**config.mk**
```make
export PLATFORM = sky130hd
export DESIGN_NAME = rtc_bus_arbiter
export DESIGN_NICKNAME = d
export VERILOG_FILES = /design/src/rtl/rtc_bus_pkg.sv /design/src/rtl/rr_arbiter3.sv /design/src/rtl/rtc_bus_arbiter.sv
export SDC_FILE = /design/constraint.sdc
export NUM_CORES = 1
export LEC_CHECK = 0
export CORE_MARGIN = 1.5
export CORE_UTILIZATION = 44
export DETAILED_ROUTE_END_ITERATION = 8
export PLACE_DENSITY = 0.82
export REMOVE_ABC_BUFFERS = 1
export SLEW_MARGIN = 0
export SYNTH_ARGS = -nofsm -noshare
export SYNTH_HDL_FRONTEND = slang
export SYNTH_SLANG_ARGS = --single-unit
```
**constraint.sdc**
```tcl
create_clock -name clk -period 2.45 [get_ports clk]
set_input_delay 0.49 -clock clk [delete_from_list [all_inputs] [get_ports clk]]
set_output_delay 0.49 -clock clk [all_outputs]
set_load 0.1 [all_outputs]
```
**src/rtl/rtc_bus_pkg.sv**
```systemverilog
// Shared types and constants for the RTC bus arbiter: phase states, requester
// indices and the active-low strobe encodings driven in each bus phase.
package rtc_bus_pkg;

    typedef enum logic [2:0] {
        ST_IDLE = 3'd0,
        ST_ADDR = 3'd1,
        ST_GAP  = 3'd2,
        ST_DATA = 3'd3,
        ST_REC  = 3'd4
    } state_t;

    localparam int NUM_REQ = 3;

    localparam logic [1:0] REQ_READER   = 2'd0;
    localparam logic [1:0] REQ_DATETIME = 2'd1;
    localparam logic [1:0] REQ_TIMER    = 2'd2;

    typedef struct packed {
        logic cs_n;
        logic ad_n;
        logic rd_n;
        logic wr_n;
    } strobes_t;

    localparam strobes_t STROBES_IDLE = 4'b1111;
    localparam strobes_t STROBES_ADDR = 4'b0011;
    localparam strobes_t STROBES_GAP  = 4'b0111;
    localparam strobes_t STROBES_RD   = 4'b0101;
    localparam strobes_t STROBES_WR   = 4'b0110;

    function automatic logic [1:0] onehot3_to_idx(input logic [2:0] oh);
        logic [1:0] idx;
        case (oh)
            3'b010:  idx = REQ_DATETIME;
            3'b100:  idx = REQ_TIMER;
            default: idx = REQ_READER;
        endcase
        return idx;
    endfunction

    function automatic logic [2:0] idx_to_onehot(input logic [1:0] idx);
        logic [2:0] oh;
        case (idx)
            REQ_READER:   oh = 3'b001;
            REQ_DATETIME: oh = 3'b010;
            REQ_TIMER:    oh = 3'b100;
            default:      oh = 3'b000;
        endcase
        return oh;
    endfunction

endpackage

```
**src/rtl/rr_arbiter3.sv**
```systemverilog
// Three-way round-robin selector: the search starts at the requester after
// the last winner and wraps around.
module rr_arbiter3 (
    input  logic [2:0] req,
    input  logic [1:0] last,
    output logic [2:0] win,
    output logic       valid
);
    import rtc_bus_pkg::*;

    logic [1:0] first_s;
    logic [1:0] second_s;
    logic [1:0] third_s;

    // search order derived from the previous winner
    always_comb begin
        first_s  = REQ_READER;
        second_s = REQ_DATETIME;
        third_s  = REQ_TIMER;
        case (last)
            REQ_READER: begin
                first_s  = REQ_DATETIME;
                second_s = REQ_TIMER;
                third_s  = REQ_READER;
            end
            REQ_DATETIME: begin
                first_s  = REQ_TIMER;
                second_s = REQ_READER;
                third_s  = REQ_DATETIME;
            end
            default: begin
                first_s  = REQ_READER;
                second_s = REQ_DATETIME;
                third_s  = REQ_TIMER;
            end
        endcase
    end

    // first requesting index in search order wins
    always_comb begin
        win = 3'b000;
        if ((req & idx_to_onehot(first_s)) != 3'b000) begin
            win = idx_to_onehot(first_s);
        end else if ((req & idx_to_onehot(second_s)) != 3'b000) begin
            win = idx_to_onehot(second_s);
        end else if ((req & idx_to_onehot(third_s)) != 3'b000) begin
            win = idx_to_onehot(third_s);
        end else begin
            win = 3'b000;
        end
    end

    assign valid = |req;

endmodule

```
**src/rtl/rtc_bus_arbiter.sv**
```systemverilog
// Arbitrates three requesters onto a multiplexed RTC bus and sequences each
// transaction through address, gap, data and recovery phases.
module rtc_bus_arbiter #(
    parameter int T_ADDR = 4,
    parameter int T_GAP  = 2,
    parameter int T_DATA = 6,
    parameter int T_REC  = 8
) (
    input  logic       clk,
    input  logic       reset,
    input  logic [2:0] req,
    input  logic [2:0] we,
    input  logic [7:0] addr0,
    input  logic [7:0] addr1,
    input  logic [7:0] addr2,
    input  logic [7:0] wdata0,
    input  logic [7:0] wdata1,
    input  logic [7:0] wdata2,
    output logic [2:0] gnt,
    output logic [2:0] done,
    output logic [7:0] rdata,
    output logic       busy,
    output logic       cs_n,
    output logic       ad_n,
    output logic       rd_n,
    output logic       wr_n,
    output logic [7:0] ad_out,
    output logic       ad_oe,
    input  logic [7:0] ad_in
);
    import rtc_bus_pkg::*;

    localparam logic [3:0] T_ADDR_M1 = 4'(T_ADDR - 1);
    localparam logic [3:0] T_GAP_M1  = 4'(T_GAP - 1);
    localparam logic [3:0] T_DATA_M1 = 4'(T_DATA - 1);
    localparam logic [3:0] T_REC_M1  = 4'(T_REC - 1);

    state_t               state_r, next_state_s;
    logic [3:0]           cnt_r, next_cnt_s;
    logic [1:0]           last_r;
    logic                 we_r;
    logic [7:0]           addr_r, wdata_r, rdata_r;
    logic [NUM_REQ-1:0]   win_s;
    logic                 win_valid_s, grant_s;
    logic [1:0]           win_idx_s;
    logic                 win_we_s, nxt_we_s;
    logic [7:0]           win_addr_s, win_wdata_s, nxt_addr_s, nxt_wdata_s;
    strobes_t             nxt_strb_s, strb_r;
    logic                 nxt_oe_s, oe_r;
    logic [7:0]           nxt_out_s, out_r;
    logic [NUM_REQ-1:0]   nxt_gnt_s, nxt_done_s, gnt_r, done_r;
    logic                 busy_r;

    rr_arbiter3 u_rr (
        .req   (req),
        .last  (last_r),
        .win   (win_s),
        .valid (win_valid_s)
    );

    // request fields of the current winner
    always_comb begin
        win_idx_s = onehot3_to_idx(win_s);
        case (win_idx_s)
            REQ_READER: begin
                win_we_s    = we[0];
                win_addr_s  = addr0;
                win_wdata_s = wdata0;
            end
            REQ_DATETIME: begin
                win_we_s    = we[1];
                win_addr_s  = addr1;
                win_wdata_s = wdata1;
            end
            REQ_TIMER: begin
                win_we_s    = we[2];
                win_addr_s  = addr2;
                win_wdata_s = wdata2;
            end
            default: begin
                win_we_s    = we[0];
                win_addr_s  = addr0;
                win_wdata_s = wdata0;
            end
        endcase
    end

    // phase sequencing: each phase counts down from its length minus one
    always_comb begin
        next_state_s = state_r;
        next_cnt_s   = cnt_r;
        grant_s      = 1'b0;
        case (state_r)
            ST_IDLE: begin
                if (win_valid_s) begin
                    next_state_s = ST_ADDR;
                    next_cnt_s   = T_ADDR_M1;
                    grant_s      = 1'b1;
                end else begin
                    next_cnt_s   = 4'd0;
                end
            end
            ST_ADDR: begin
                if (cnt_r == 4'd0) begin
                    next_state_s = ST_GAP;
                    next_cnt_s   = T_GAP_M1;
                end else begin
                    next_cnt_s   = cnt_r - 4'd1;
                end
            end
            ST_GAP: begin
                if (cnt_r == 4'd0) begin
                    next_state_s = ST_DATA;
                    next_cnt_s   = T_DATA_M1;
                end else begin
                    next_cnt_s   = cnt_r - 4'd1;
                end
            end
            ST_DATA: begin
                if (cnt_r == 4'd0) begin
                    next_state_s = ST_REC;
                    next_cnt_s   = T_REC_M1;
                end else begin
                    next_cnt_s   = cnt_r - 4'd1;
                end
            end
            ST_REC: begin
                if (cnt_r == 4'd0) begin
                    next_state_s = ST_IDLE;
                    next_cnt_s   = 4'd0;
                end else begin
                    next_cnt_s   = cnt_r - 4'd1;
                end
            end
            default: begin
                next_state_s = ST_IDLE;
                next_cnt_s   = 4'd0;
            end
        endcase
    end

    // transaction fields as they will be after this edge
    always_comb begin
        if (grant_s) begin
            nxt_we_s    = win_we_s;
            nxt_addr_s  = win_addr_s;
            nxt_wdata_s = win_wdata_s;
        end else begin
            nxt_we_s    = we_r;
            nxt_addr_s  = addr_r;
            nxt_wdata_s = wdata_r;
        end
    end

    // bus drive for the upcoming phase, so pins change together with the state
    always_comb begin
        nxt_strb_s = STROBES_IDLE;
        nxt_oe_s   = 1'b0;
        nxt_out_s  = 8'h00;
        case (next_state_s)
            ST_ADDR: begin
                nxt_strb_s = STROBES_ADDR;
                nxt_oe_s   = 1'b1;
                nxt_out_s  = nxt_addr_s;
            end
            ST_GAP: begin
                nxt_strb_s = STROBES_GAP;
                nxt_oe_s   = nxt_we_s;
                nxt_out_s  = nxt_we_s ? nxt_wdata_s : 8'h00;
            end
            ST_DATA: begin
                nxt_strb_s = nxt_we_s ? STROBES_WR : STROBES_RD;
                nxt_oe_s   = nxt_we_s;
                nxt_out_s  = nxt_we_s ? nxt_wdata_s : 8'h00;
            end
            default: begin
                nxt_strb_s = STROBES_IDLE;
                nxt_oe_s   = 1'b0;
                nxt_out_s  = 8'h00;
            end
        endcase
        nxt_gnt_s  = grant_s ? win_s : 3'b000;
        nxt_done_s = ((state_r == ST_DATA) && (next_state_s == ST_REC)) ?
                     idx_to_onehot(last_r) : 3'b000;
    end

    // state, counter and latched transaction
    always_ff @(posedge clk or negedge reset) begin
        if (!reset) begin
            state_r <= ST_IDLE;
            cnt_r   <= 4'd0;
            last_r  <= REQ_TIMER;
            we_r    <= 1'b0;
            addr_r  <= 8'h00;
            wdata_r <= 8'h00;
        end else begin
            state_r <= next_state_s;
            cnt_r   <= next_cnt_s;
            we_r    <= nxt_we_s;
            addr_r  <= nxt_addr_s;
            wdata_r <= nxt_wdata_s;
            if (grant_s) begin
                last_r <= win_idx_s;
            end
        end
    end

    // registered bus pins and handshake pulses
    always_ff @(posedge clk or negedge reset) begin
        if (!reset) begin
            strb_r <= STROBES_IDLE;
            oe_r   <= 1'b0;
            out_r  <= 8'h00;
            gnt_r  <= 3'b000;
            done_r <= 3'b000;
            busy_r <= 1'b0;
        end else begin
            strb_r <= nxt_strb_s;
            oe_r   <= nxt_oe_s;
            out_r  <= nxt_out_s;
            gnt_r  <= nxt_gnt_s;
            done_r <= nxt_done_s;
            busy_r <= (next_state_s != ST_IDLE);
        end
    end

    // read data sampled at the close of the read strobe
    always_ff @(posedge clk or negedge reset) begin
        if (!reset) begin
            rdata_r <= 8'h00;
        end else if ((state_r == ST_DATA) && (cnt_r == 4'd0) && !we_r) begin
            rdata_r <= ad_in;
        end
    end

    assign gnt    = gnt_r;
    assign done   = done_r;
    assign rdata  = rdata_r;
    assign busy   = busy_r;
    assign cs_n   = strb_r.cs_n;
    assign ad_n   = strb_r.ad_n;
    assign rd_n   = strb_r.rd_n;
    assign wr_n   = strb_r.wr_n;
    assign ad_oe  = oe_r;
    assign ad_out = out_r;

endmodule

```
# After elaboration in Yosys (flattened, before gate mapping)
# Index checks and enable logic that the tools add are counted.
[totals] inputBits=64 reg_bits=54 word_cells=97 out_inout_bits=28
[op_classes] n_bitwise=3 n_mux=41 n_reduce_logical=16 n_addsub=1 n_eq_ne=20
[ops] cell="case mux 8 bit (2 select lines)" n=3
[ops] cell="two-way mux 3 bit" n=13
[ops] cell="case mux 3 bit (3 select lines)" n=4
[ops] cell="two-way mux 8 bit" n=3
[ops] cell="case mux 4 bit (5 select lines)" n=1
[ops] cell="two-way mux 4 bit" n=4
[ops] cell="case mux 2 bit (2 select lines)" n=4
[ops] cell="== test 3 x 2 -> 1 bit (second input constant)" n=5
[ops] cell="case mux 3 bit (5 select lines)" n=1
[ops] cell="case mux 4 bit (3 select lines)" n=1
[ops] cell="nonzero test 3 bit" n=4
[ops] cell="== test 2 x 1 -> 1 bit (second input constant)" n=5
[ops] cell="== test 2 bit (second input constant)" n=5
[ops] cell="bitwise AND 3 bit" n=3
[ops] cell="== test 3 bit (second input constant)" n=3
[ops] cell="logical NOT 2 bit" n=4
[ops] cell="== test 3 x 1 -> 1 bit (second input constant)" n=2
[ops] cell="logical NOT 4 bit" n=1
[ops] cell="two-way mux 2 bit" n=2
[ops] cell="case mux 1 bit (2 select lines)" n=2
[ops] cell="subtractor 4 x 1 -> 4 bit (second input constant)" n=1
[ops] cell="logical AND 1 bit" n=3
[ops] cell="logical NOT 3 bit" n=1
[ops] cell="two-way mux 1 bit" n=3
[ops] cell="3 further kinds" n=3

# Logic depth before layout (Yosys ltp)
[logic_depth] word_depth=23 ltp_mapped=8 ltp_nobuf=7

# Cells and area by module
# A second synthesis with hierarchy kept.
[hier_totals] hier_cells=236 area_unflattened_um2=2648.8
[modules_own_cells] mod="rtc_bus_arbiter" n_inst=1 cells_per_inst=226 seq_area_each_um2=1357.6 area_each_um2=2580.0
[modules_own_cells] mod="rr_arbiter3" n_inst=1 cells_per_inst=10 seq_area_each_um2=0.0 area_each_um2=68.8

# Worst setup path before layout
# OpenSTA, ideal clock, no wires.
[synth_timing] path_kind="reg2reg" start="register cnt_r[0]" end="register rdata_r[0] (netlist: rdata[0])" setup_time_ps=125 n_path_buf=1 slack_ps=648 arrival_time_ps=1677 required_ps=2325 path_stages_with_launch=8 synth_period_minus_slack_ps=1802 cell_sequence="dfrtp_1 -> inv_1 -> ha_1 -> nor3b_2 -> buf_2 -> nand3_2 -> nor2_4 -> mux2_2"
[synth_between] elab_chain_len=3
[synth_lines] element="start: declaration" line_no="rtc_bus_arbiter.sv:39" rtl="logic [3:0] cnt_r, next_cnt_s;"
[synth_lines] element="start signal: assignment" line_no="rtc_bus_arbiter.sv:198" rtl="cnt_r <= next_cnt_s;"
[synth_lines] element="logical NOT 4 bit" line_no="rtc_bus_arbiter.sv:231" rtl="end else if ((state_r == ST_DATA) && (cnt_r == 4'd0) && !we_r) begin"
[synth_lines] element="logical AND 1 bit (2 in a row)" line_no="rtc_bus_arbiter.sv:231"
[synth_lines] element="end signal: assignment" line_no="rtc_bus_arbiter.sv:232" rtl="rdata_r <= ad_in;"
[synth_lines] element="end: declaration" line_no="rtc_bus_arbiter.sv:42" rtl="logic [7:0] addr_r, wdata_r, rdata_r;"
# Every way passes these cells.
# A chain may end at the register's enable or synchronous reset.

# Worst setup path in the final report
[layout_timing] start="input req[2]" end="register out_r[7] (netlist: ad_out[7])"
[layout_between] elab_chain_len=12 elab_cells_between_ends=31 cone_classes="eq/ne: 7; mux: 16; bitwise: 3; reduce/logical: 5"
[layout_lines] element="start: declaration" line_no="rtc_bus_arbiter.sv:11" rtl="input logic [2:0] req,"
[layout_lines] element="bitwise AND 3 bit" line_no="rr_arbiter3.sv:46" rtl="end else if ((req & idx_to_onehot(third_s)) != 3'b000) begin"
[layout_lines] element="nonzero test 3 bit" line_no="rr_arbiter3.sv:46"
[layout_lines] element="two-way mux 3 bit" line_no="rr_arbiter3.sv:46"
[layout_lines] element="two-way mux 3 bit" line_no="rr_arbiter3.sv:44" rtl="end else if ((req & idx_to_onehot(second_s)) != 3'b000) begin"
[layout_lines] element="two-way mux 3 bit" line_no="rr_arbiter3.sv:42" rtl="if ((req & idx_to_onehot(first_s)) != 3'b000) begin"
[layout_lines] element="== test 3 bit or == test 3 x 2 -> 1 bit (tied branches)" line_no="rtc_bus_pkg.sv:34" rtl="case (oh)"
[layout_lines] element="case mux 2 bit (2 select lines)" line_no="rtc_bus_pkg.sv:34"
[layout_lines] element="== test 2 bit or == test 2 x 1 -> 1 bit (tied branches)" line_no="rtc_bus_arbiter.sv:64" rtl="case (win_idx_s)"
[layout_lines] element="case mux 8 bit (2 select lines) or case mux 1 bit (2 select lines) (tied branches)" line_no="rtc_bus_arbiter.sv:64"
[layout_lines] element="two-way mux 8 bit or two-way mux 1 bit (tied branches)" line_no="rtc_bus_arbiter.sv:144" rtl="if (grant_s) begin"
[layout_lines] element="two-way mux 8 bit" line_no="rtc_bus_arbiter.sv:169, rtc_bus_arbiter.sv:174"
[layout_lines] element="case mux 8 bit (2 select lines) (*)" line_no="rtc_bus_arbiter.sv:160" rtl="case (next_state_s)"
[layout_lines] element="net nxt_out_s[7]" line_no="rtc_bus_arbiter.sv:50" rtl="logic [7:0] nxt_out_s, out_r;"
[layout_lines] element="end signal: assignment" line_no="rtc_bus_arbiter.sv:220" rtl="out_r <= nxt_out_s;"
[layout_lines] element="end: declaration" line_no="rtc_bus_arbiter.sv:50"
# The timed path passes the listed nets; every way through them passes the cells marked *.

==> flow_summary.toml <==
[timing]
rsz0062_at_grt = "no"
fin_crit_sh = 0.927
worst_slew_pin_slew_ps = 631
hold_violations = 0
finalMaxSlewViolations = 0
fmax_mhz = 440
setup_viol = 0
min_period_ps = 2270
relSlewSlack = 0.579
fin_skew_ps = 8.36

[floorplanning]
die-area_sq_um = 5990
ios = 92
die_w_microns = 77.4
die_h_microns = 77.4
start_util = 0.465
rows = 26
core_region_area_sq_um = 5240

[synthesis]
ys.flop_type = "dfrtp_1"
ys_seq_area_frac = 0.557
async_reset_ff_frac = 1.00
yosys.area_share.simple = 0.162
synth.most_common_cell = "dfrtp_1"
synth_top_family_by_area = "compound AO/OA/AOI/OAI gates"
synth.area.mux_share = 0.0370
yosysTopAreaCell = "dfrtp_1"
synth_top_area_frac = 0.503
synthAdderAreaFrac = 0.0103
avgSynthCellArea_sq_um = 11.2
synth_xor_area_frac = 0.0108
yosys-top-cells-count = "49 x dfrtp_1, 33 x nor2_1, 24 x a21oi_1"
syn_inst = 218
synth-compound-area-share = 0.180
ys_types = 39
syn_area_sq_um = 2440
ys_top_cells_by_area = "dfrtp_1 50%, dfstp_2 5.4%, nor2_1 5.1%"
synth_edf_count = 0
yosysWarnings = 0
synth_seq_cells = 54

[worst_setup_path]
crit_path_end = "ad_out[7]"
startpoint_type = "input pin"
worstSetupPathType = "in -> reg"
required_ps = 2640
ff2ff_path_depth = 7
reg2reg_slack_ps = 360
r2r_start = "cnt_r[0]"
crit_fanout = 18
cp-startpoint = "req[2]"
end_kind = "register"
r2r_end = "ad_out[7]"
arrival_ps = 2460

[pwr]
totalPowerFinal_w = 0.00497
power_density_nw_per_um2 = 1460
vdd_ir_drop_max_mv = 0.725
p_leak_nw = 1.47

[grt]
antenna_found_initial = 0
grt_pass1_vias = 2053
grt_pass1_wl_mm = 9.52
grt.overflow.total = 0
track_usage = 0.203
grt_start_max_net_pins = 32

[final_layout]
final_util = 0.650
fillCellCount = 431
fin_nets = 374
drive_gt1_frac = 0.204
area_growth_pct = 39.7
postLayoutCellArea_sq_um = 3400
antenna_cells = 0

[place]
dp_hpwl_mm = 4.13
place_area_sq_um = 3320
globalplace.congestion = 0.789
port_buffers = 91

[route]
vias_per_cell = 5.28
drtIter0Drc = 150
drtPass1Iterations = 5
wl_per_cell_microns = 14.9
ant_nets = 0
routed_wl_mm = 5.65
drcViolationCount = 0
num_vias = 2001

[cts]
cts_buffer_depth = 2
clock_sinks = 54
htree_levels = 2
tritoncts = "yes"
hold_buffers = 0
clk-insertion-delay-late_ps = 300
cts_buffers = 5
clk_pin_slew_ps = 90
root_buffer = "clkbuf_8"

[run]
max_cap_viol_count = 0

[outcome]
status = "finished, final reports clean"

[worst_hold_path]
min_path_type = "in -> async"
cells by family (layout without fill, tap and decap cells):
group | count (synthesis) | in the layout
simple gates | 72 | 72
compound gates | 63 | 63
flops | 54 | 54
buf+inv | 16 | 107
mux | 8 | 8
xor+xnor | 3 | 3
fa+ha+maj | 2 | 2
state kept, by name, indices dropped and copies added (netlist names):
register,count
done,3
ad_n,1
wdata_r,8
we_r,1
busy,1
state_r,3
ad_out,8
addr_r,8
last_r,2
rdata,8
ad_oe,1
cnt_r,4
wr_n,1
cs_n,1
gnt,3
rd_n,1
how the worst min path moves through the flow:
stage              start   endpoint  slack [ps]  cells after the start
2_1_floorplan      reset      ad_oe         190                      0
3_3_place_gp   addr_r[1]  addr_r[1]         460                      2
3_5_place_dp   addr_r[1]  addr_r[1]         470                      2
4_1_cts            reset    done[0]         170                      1
5_1_grt            reset    done[0]         190                      1
6_report           reset    done[1]         160                      1
cell type report:
type	count	area, sq um	area share
flip-flops and latches	54	1360	0.399
multi-input cells	148	976	0.287
clock inverters	2	10.0	0.00294
well taps	70	87.6	0.0257
repair buffers	97	893	0.262
clock buffers	6	72.6	0.0213
inverters	2	7.51	0.00221
cells in the final DEF, fill, tap and decap left out, types with 7 or more instances in the layout:
cell             synthesis  final
dfrtp_1                 49     49
o32ai_1                  7      7
buf_4                    0     33
and2_1                  11     11
nor2_1                  33     33
a222oi_1                 9      9
mux2_2                   8      8
a22oi_1                  8      8
a21oi_1                 24     24
clkdlybuf4s50_1          0     62
where the power goes:
part / switching [W] / internal [W] / leakage [nW] / total, W
sequential: 0.000208 / 0.00131 / 0.649 / 0.00151
clock: 0.000271 / 0.000199 / 0.0450 / 0.000470
combinational: 0.00212 / 0.000863 / 0.779 / 0.00299
total: 0.00260 / 0.00237 / 1.47 / 0.00497
per-stage QoR:
| step | cells | worst slack, ps | hold slack, ps | TNS, ps |
|---|---|---|---|---|
| 4_1_cts | 379 | 113 | 170 | 0 |
| 5_1_grt | 379 | 50.3 | 195 | 0 |
| 3_3_place_gp | 371 | -49.4 | 465 | -310 |
| 3_5_place_dp | 371 | -203 | 469 | -1120 |
| 6_report | 379 | 178 | 163 | 0 |
| 2_1_floorplan | 204 | 433 | 194 | 0 |
what timing repair did:
item / in CTS / in global routing
resized for setup: 0 / 1
setup endpoints to repair: 0 / 1
setup buffers: 0 / 0
worst max-delay path: stages:
cell,delay [ps]
clkdlybuf4s50_1,520
nor2b_1,200
a21o_1,550
a222oi_1,180
and2_1,220
o32ai_1,290
layer usage:
layer  track usage  part of all wire  vias to the layer above
met5             0                 0                        -
met4        0.0564            0.0060                        0
met3        0.0600             0.071                        2
met2         0.339              0.50                       81
met1         0.255              0.42                      954
li1              -                 -                      964
(Power assumes the default switching activity.)
